[config.mk]
export PLATFORM = sky130hd
export DESIGN_NAME = mult_div_unit_flat
export DESIGN_NICKNAME = d
export VERILOG_FILES = /design/src/rtl/mips_pkg.sv /design/src/rtl/mult_div_unit_if.sv /design/src/rtl/mult_div_unit.sv /design/src/flat_wrapper.sv
export SDC_FILE = /design/constraint.sdc
export NUM_CORES = 1
export LEC_CHECK = 0
export CORE_MARGIN = 8
export CORE_UTILIZATION = 43
export CTS_CLUSTER_DIAMETER = 40
export DETAILED_ROUTE_END_ITERATION = 8
export PLACE_DENSITY = 0.66
export SETUP_SLACK_MARGIN = 0.4
export SYNTH_ARGS = -nofsm -noshare
export SYNTH_HDL_FRONTEND = slang
export SYNTH_SLANG_ARGS = --single-unit
[constraint.sdc]
create_clock -name Clk -period 4.73 [get_ports Clk]
set_input_delay 0.946 -clock Clk [delete_from_list [all_inputs] [get_ports Clk]]
set_output_delay 0.946 -clock Clk [all_outputs]
set_load 0.01 [all_outputs]
[src/rtl/mips_pkg.sv]
// rtl/mips_pkg.sv - shared types and constants for the multiply/divide engine
package mips_pkg;

  localparam int MD_ITER = 32;

  typedef enum logic [1:0] {
    MD_MULT  = 2'b00,
    MD_MULTU = 2'b01,
    MD_DIV   = 2'b10,
    MD_DIVU  = 2'b11
  } md_op_t;

  typedef enum logic [1:0] {
    MD_S_IDLE = 2'b00,
    MD_S_MUL  = 2'b01,
    MD_S_DIV  = 2'b10,
    MD_S_FIX  = 2'b11
  } md_state_t;

endpackage

[src/rtl/mult_div_unit_if.sv]
// rtl/mult_div_unit_if.sv - request/result bundle between control unit and mult_div_unit
interface mult_div_unit_if
  import mips_pkg::*;
#(
  parameter int WIDTH = MD_ITER
) ();

  logic             Start;
  md_op_t           Op;
  logic [WIDTH-1:0] A;
  logic [WIDTH-1:0] B;
  logic             Busy;
  logic             Done;
  logic             DivZero;
  logic [WIDTH-1:0] Hi;
  logic [WIDTH-1:0] Lo;

  modport master (output Start, Op, A, B, input Busy, Done, DivZero, Hi, Lo);
  modport slave  (input Start, Op, A, B, output Busy, Done, DivZero, Hi, Lo);

endinterface

[src/rtl/mult_div_unit.sv]
// rtl/mult_div_unit.sv - iterative radix-2 MULT/MULTU/DIV/DIVU engine owning HI/LO
// Operands are reduced to magnitudes at start; signs are reapplied in the FIX state.
module mult_div_unit
  import mips_pkg::*;
#(
  parameter int WIDTH = MD_ITER
) (
  input  logic           Clk,
  input  logic           Reset,
  mult_div_unit_if.slave bus
);

  localparam int CW = $clog2(WIDTH);

  md_state_t          state_q, state_d;
  logic [CW-1:0]      cnt_q, cnt_d;
  logic               is_div_q, is_div_d;
  logic               neg_q, neg_d;
  logic               rneg_q, rneg_d;
  logic [WIDTH-1:0]   opnd_q, opnd_d;
  logic [2*WIDTH-1:0] acc_q, acc_d;
  logic [WIDTH:0]     rem_q, rem_d;
  logic               busy_q, busy_d;
  logic               done_q, done_d;
  logic               dz_q, dz_d;
  logic [WIDTH-1:0]   hi_q, hi_d;
  logic [WIDTH-1:0]   lo_q, lo_d;

  logic               signed_op;
  logic               div_op;
  logic [WIDTH:0]     mul_sum;
  logic [WIDTH:0]     div_shift;
  logic [WIDTH:0]     div_trial;
  logic [2*WIDTH-1:0] product;

  function automatic logic [WIDTH-1:0] neg_if(input logic [WIDTH-1:0] x, input logic n);
    return n ? -x : x;
  endfunction

  assign signed_op = (bus.Op == MD_MULT) || (bus.Op == MD_DIV);
  assign div_op    = (bus.Op == MD_DIV) || (bus.Op == MD_DIVU);

  // acc low half holds the multiplier (MUL) or the dividend shifting into the quotient (DIV)
  assign mul_sum   = {1'b0, acc_q[2*WIDTH-1:WIDTH]} + (acc_q[0] ? {1'b0, opnd_q} : '0);
  assign div_shift = {rem_q[WIDTH-1:0], acc_q[WIDTH-1]};
  assign div_trial = div_shift - {1'b0, opnd_q};
  assign product   = neg_q ? -acc_q : acc_q;

  always_comb begin
    state_d  = state_q;
    cnt_d    = cnt_q;
    is_div_d = is_div_q;
    neg_d    = neg_q;
    rneg_d   = rneg_q;
    opnd_d   = opnd_q;
    acc_d    = acc_q;
    rem_d    = rem_q;
    busy_d   = 1'b0;
    done_d   = 1'b0;
    dz_d     = dz_q;
    hi_d     = hi_q;
    lo_d     = lo_q;
    unique case (state_q)
      MD_S_IDLE: begin
        if (bus.Start) begin
          cnt_d    = '0;
          dz_d     = 1'b0;
          is_div_d = div_op;
          neg_d    = signed_op && (bus.A[WIDTH-1] ^ bus.B[WIDTH-1]);
          rneg_d   = signed_op && bus.A[WIDTH-1];
          opnd_d   = neg_if(bus.B, signed_op && bus.B[WIDTH-1]);
          acc_d    = {{WIDTH{1'b0}}, neg_if(bus.A, signed_op && bus.A[WIDTH-1])};
          rem_d    = '0;
          if (!div_op) begin
            state_d = MD_S_MUL;
            busy_d  = 1'b1;
          end else if (bus.B == '0) begin
            dz_d   = 1'b1;
            done_d = 1'b1;
          end else begin
            state_d = MD_S_DIV;
            busy_d  = 1'b1;
          end
        end
      end
      MD_S_MUL: begin
        acc_d  = {mul_sum, acc_q[WIDTH-1:1]};
        cnt_d  = cnt_q + CW'(1);
        busy_d = 1'b1;
        if (cnt_q == CW'(WIDTH - 1)) state_d = MD_S_FIX;
      end
      MD_S_DIV: begin
        // restoring step: keep the trial difference only when it did not borrow
        if (div_trial[WIDTH]) begin
          rem_d = div_shift;
          acc_d = {acc_q[2*WIDTH-1:WIDTH], acc_q[WIDTH-2:0], 1'b0};
        end else begin
          rem_d = div_trial;
          acc_d = {acc_q[2*WIDTH-1:WIDTH], acc_q[WIDTH-2:0], 1'b1};
        end
        cnt_d  = cnt_q + CW'(1);
        busy_d = 1'b1;
        if (cnt_q == CW'(WIDTH - 1)) state_d = MD_S_FIX;
      end
      MD_S_FIX: begin
        if (is_div_q) begin
          lo_d = neg_if(acc_q[WIDTH-1:0], neg_q);
          hi_d = neg_if(rem_q[WIDTH-1:0], rneg_q);
        end else begin
          {hi_d, lo_d} = product;
        end
        done_d  = 1'b1;
        state_d = MD_S_IDLE;
      end
      default: state_d = MD_S_IDLE;
    endcase
  end

  always_ff @(posedge Clk) begin
    if (Reset) begin
      state_q  <= MD_S_IDLE;
      cnt_q    <= '0;
      is_div_q <= 1'b0;
      neg_q    <= 1'b0;
      rneg_q   <= 1'b0;
      opnd_q   <= '0;
      acc_q    <= '0;
      rem_q    <= '0;
      busy_q   <= 1'b0;
      done_q   <= 1'b0;
      dz_q     <= 1'b0;
      hi_q     <= '0;
      lo_q     <= '0;
    end else begin
      state_q  <= state_d;
      cnt_q    <= cnt_d;
      is_div_q <= is_div_d;
      neg_q    <= neg_d;
      rneg_q   <= rneg_d;
      opnd_q   <= opnd_d;
      acc_q    <= acc_d;
      rem_q    <= rem_d;
      busy_q   <= busy_d;
      done_q   <= done_d;
      dz_q     <= dz_d;
      hi_q     <= hi_d;
      lo_q     <= lo_d;
    end
  end

  assign bus.Busy    = busy_q;
  assign bus.Done    = done_q;
  assign bus.DivZero = dz_q;
  assign bus.Hi      = hi_q;
  assign bus.Lo      = lo_q;

endmodule

[src/flat_wrapper.sv]
// flat-port wrapper written by rule: the top's interface ports become plain ports
module mult_div_unit_flat import mips_pkg::*;
#(
  parameter int WIDTH = MD_ITER
)
  (Clk, Reset, bus_Start, bus_Op, bus_A, bus_B, bus_Busy, bus_Done, bus_DivZero, bus_Hi, bus_Lo);
  mult_div_unit_if #(.WIDTH(WIDTH)) bus_i ();
  input  logic Clk;
  input  logic Reset;
  input wire logic [$bits(bus_i.Start)-1:0] bus_Start;
  input wire logic [$bits(bus_i.Op)-1:0] bus_Op;
  input wire logic [$bits(bus_i.A)-1:0] bus_A;
  input wire logic [$bits(bus_i.B)-1:0] bus_B;
  output wire logic [$bits(bus_i.Busy)-1:0] bus_Busy;
  output wire logic [$bits(bus_i.Done)-1:0] bus_Done;
  output wire logic [$bits(bus_i.DivZero)-1:0] bus_DivZero;
  output wire logic [$bits(bus_i.Hi)-1:0] bus_Hi;
  output wire logic [$bits(bus_i.Lo)-1:0] bus_Lo;
  assign bus_i.Start = bus_Start;
  assign bus_i.Op = bus_Op;
  assign bus_i.A = bus_A;
  assign bus_i.B = bus_B;
  assign bus_Busy = bus_i.Busy;
  assign bus_Done = bus_i.Done;
  assign bus_DivZero = bus_i.DivZero;
  assign bus_Hi = bus_i.Hi;
  assign bus_Lo = bus_i.Lo;
  mult_div_unit #(.WIDTH(WIDTH)) u_core (.Clk(Clk), .Reset(Reset), .bus(bus_i));
endmodule
==> results.md <==
* Switching Share at 0.377
* Worst-case clock buffer depth at 3
* Die Area at between 30000 and 40000 µm²
* CP max FO at 21
* Largest net degree at the start of global routing at between 70 and 80
* Final hold violations at 0
* Routed wire length at approximately 47000 µm
* Core box area at 33400 µm²
* Worst path required time at between 5 and 6 ns
* RSZ-0062 raised after global routing: false
* CP Launch Type: register
* Initial Util at 0.435
* Gr usage total at 0.231
* Layout area overhead at 21.0%
* Row Count at 67
* Setup crit start: u_core.acc_q[0]
* Num CTS Buffers at 40
* Fmax achieved at 256 MHz
* Total grt overflow at 0
* Max cap viols at 0
* Hold Startpoint: u_core.bus.Hi[7]
* Die W at approximately 200 µm
* Antenna-violating nets left at 0
* Hold EP: u_core.bus.Hi[7]
* Clk root buf: clkbuf_16
* Net Sw Power at slightly above 3000 µW
* Clock transition at path regs at about 0.05 ns
* Clock tree from TritonCTS: done
* Vias at ~15000
* Async set or reset register ratio after synthesis at 0
* IO Pins at 136
* # DRC at 0
* Hold_buf cts at 0
* Final hold slack at about 0.43 ns
* Reg2reg end: u_core.acc_q[63]
* Count of cell types in the netlist at 64
* Synthesized cell area at around 15000 µm²
* # setup viols final at 0
* Post-synth EDFFs at 0
* Post-DP HPWL at approximately 35000 µm
* Lkg Pwr at between 0.006 and 0.007 µW
* Worst EP arrival at about 4.3 ns
* Syn Area/Cell at between 7 and 8 µm²
* Minimum clock period at 3.90 ns
* Crit end category: register
* Syn Inst Count at approximately 1900
* Main synth FF type: dfxtp_1
* H-tree depth at 2
* Worst R2R Start: u_core.acc_q[0]
* Crit path cell chain: clkinvlp_4 > nor2_1 > ha_1 > a211oi_1 > a2bb2oi_1 > a21bo_2 > a21oi_1 > a2111oi_1 > o21ai_0 > a21oi_1 > nor3b_1 > o21ai_0
* Setup TNS at 0 ns
* Most frequent cells in the layout: 208 x nor2_1, 204 x dfxtp_1, 181 x o21ai_0
* I/O Buffers at about 140
* Layout cell share with drive strength beyond 1 at 0.0568
* Slew headroom at 0.247
* CP Buf/Inv Count at 1
* Syn Nets at about 2000
* First-pass GRT wire length at 74300 µm
* Ys Warns at 0
* DRT Pass-1 Iters at 5
* #FFs+latches synth at about 200
* Pwr dens at 464 nW/µm²
* Ant diodes at 0
* Sequential fraction of the synthesis area at 0.282
* Commonest non-fill, non-tap cell in the layout: nor2_1
* CP peak stage delay at between 0.6 and 0.7 ns
* Routed vias/inst at 5.92
* Fin nets at between 2000 and 2500
* Int Power at between 5000 and 6000 µW
* R2R setup slack at 0.83 ns
* Gate power share at 0.343
* Total clock sinks at slightly above 200
* Worst R2R Path Depth at 12
* Initial antenna violation count at 0
* CP Class: register to register
* Hold crit path type: register to register
* GP Congestion at 0.928
* Fillers at 3172
* Worst Tran Pin Value at approximately 1.1 ns
* Post-DP Area at around 16000 µm²
* Top delay family on crit path: compound AO/OA/AOI/OAI gates
* Starting DRT DRC Count at about 1100
* Clock power frac at 0.373
* Tcrit/Tclk final at 0.824
* Final Max Slew Viols at 0
* Wire length per cell at roughly 19 µm
* Die Span Y at 200 µm
* Worst VDD drop at ~0.00041 V
* Finished Cell Area at 17600 µm²
* Clock Latency Late Sink at roughly 0.54 ns
* Number of global-route vias before repair at approximately 14000
* Seq pwr share at 0.285
* Clk_skew at between 0.03 and 0.04 ns
* Hold Crit Depth at 2
* Outcome: complete, no violations
* Critical path depth at 12
* Slowest cell on the critical path: a2111oi_1
-- Yosys cell counts, drive strengths merged (4+ instances only) --
cell	count	area, µm²
o41ai	21	191
o221ai	8	70.1
nand2b	25	156
a22oi	19	143
o21bai	5	37.5
nor2b	20	125
nor4	13	81.3
a31oi	15	93.8
a311oi	8	70.1
nand2	157	589
a32oi	11	96.3
a41oi	5	43.8
or4	22	176
inv	61	229
nor2	210	788
ha	75	938
or2	11	68.8
nand4	7	43.8
a21oi	131	656
and2	12	75.1
o31ai	35	263
nand3	20	100
o21a	8	60.1
a2111oi	7	61.3
nor3b	8	60.1
buf	13	82.6
clkbuf	101	380
o211ai	14	105
nand3b	4	30.0
a21o	28	210
o21ai	186	931
a22o	16	140
mux2i	22	220
a221oi	24	210
a211o	5	43.8
dfxtp	205	4100
nor3	46	230
and4	5	43.8
and3	16	105
xnor2	95	832
or3	19	119
xor2	97	850
a211oi	62	465
-- sequential cells by signal, summed over array words and instances (netlist names) --
name and count:
u_core.bus.Lo 32, u_core.opnd_q 32, u_core.state_q 2, u_core.bus.Done 1, u_core.is_div_q 1, u_core.bus.Hi 32, u_core.bus.Busy 1, u_core.acc_q 64
u_core.cnt_q 5, u_core.rem_q 32, u_core.bus.DivZero 1, u_core.neg_q 1, u_core.rneg_q 1
-- worst max-delay path by stage --
| stage | end |
|---|---|
| 5_1_grt | u_core.acc_q[63] |
| 6_report | u_core.acc_q[63] |
| 2_1_floorplan | u_core.rem_q[11] |
| 3_3_place_gp | u_core.opnd_q[27] |
| 3_5_place_dp | u_core.acc_q[63] |
| 4_1_cts | u_core.acc_q[63] |
-- stage by stage --
| stage | power (µW) | utilization | setup slack [ns] | cells |
|---|---|---|---|---|
| 5_1_grt | 8650 | 0.526 | 0.475 | 2455 |
| 4_1_cts | 8190 | 0.526 | 0.747 | 2455 |
| 2_1_floorplan | 4230 | - | 1.41 | 1895 |
| 3_3_place_gp | 5060 | 0.483 | 0.864 | 2383 |
| 6_report | 8170 | 0.526 | 0.831 | 2455 |
| 3_5_place_dp | 5100 | 0.483 | 0.783 | 2383 |
-- power groups by stage --
stage                     combinational, µW  sequential [µW]  clock, µW
after global placement                 2740             2330          0
after floorplan                        2010             2220          0
final                                  2800             2330       3040
after detailed placement               2760             2340          0
after CTS                              2780             2310       3090
after global routing                   3100             2360       3190
-- worst reg2reg max path: stages, from the launching register on --
cell        delay [ns]
dfxtp_1           0.49
clkinvlp_4        0.43
nor2_1            0.24
ha_1              0.32
a211oi_1          0.27
a2bb2oi_1         0.32
a21bo_2           0.19
a21oi_1           0.07
a2111oi_1         0.63
o21ai_0           0.26
a21oi_1           0.25
nor3b_1           0.21
o21ai_0           0.09
-- routing by layer --
layer | up-vias | wire [µm] | global-route usage
li1 | 7077 | - | -
met1 | 6874 | 20800 | 0.301
met2 | 502 | 21200 | 0.373
met3 | 80 | 3150 | 0.0402
met4 | 0 | 1890 | 0.0978
met5 | - | 0 | 0
-- timing repair --
action                                  in CTS  in global routing
resized for setup                            0                  2
buffers inserted                             0                  0
endpoints found under the setup margin       0                  2
-- final cells by class --
class,instances,area [µm²],area share
clock buffer,51,1110,0.0634
clock inverter,21,325,0.0185
inverter,61,233,0.0132
multi-input combinational,1515,9760,0.555
sequential,205,4110,0.233
tap,448,561,0.0319
timing repair buffer,154,1490,0.0848
-- kinds of logic (layout without fill, tap and decap cells) --
kind of cell,after synthesis,in the layout,share of synthesized area
muxes,22,22,0.0151
adders and majority gates,77,77,0.0673
buffers and inverters,175,287,0.0476
AOI/OAI and AO/OA,623,623,0.276
and+or+nand+nor,601,601,0.196
xor gates and xnor gates,192,192,0.116
DFF,205,205,0.282
Power figures use the tool's default switching activity.
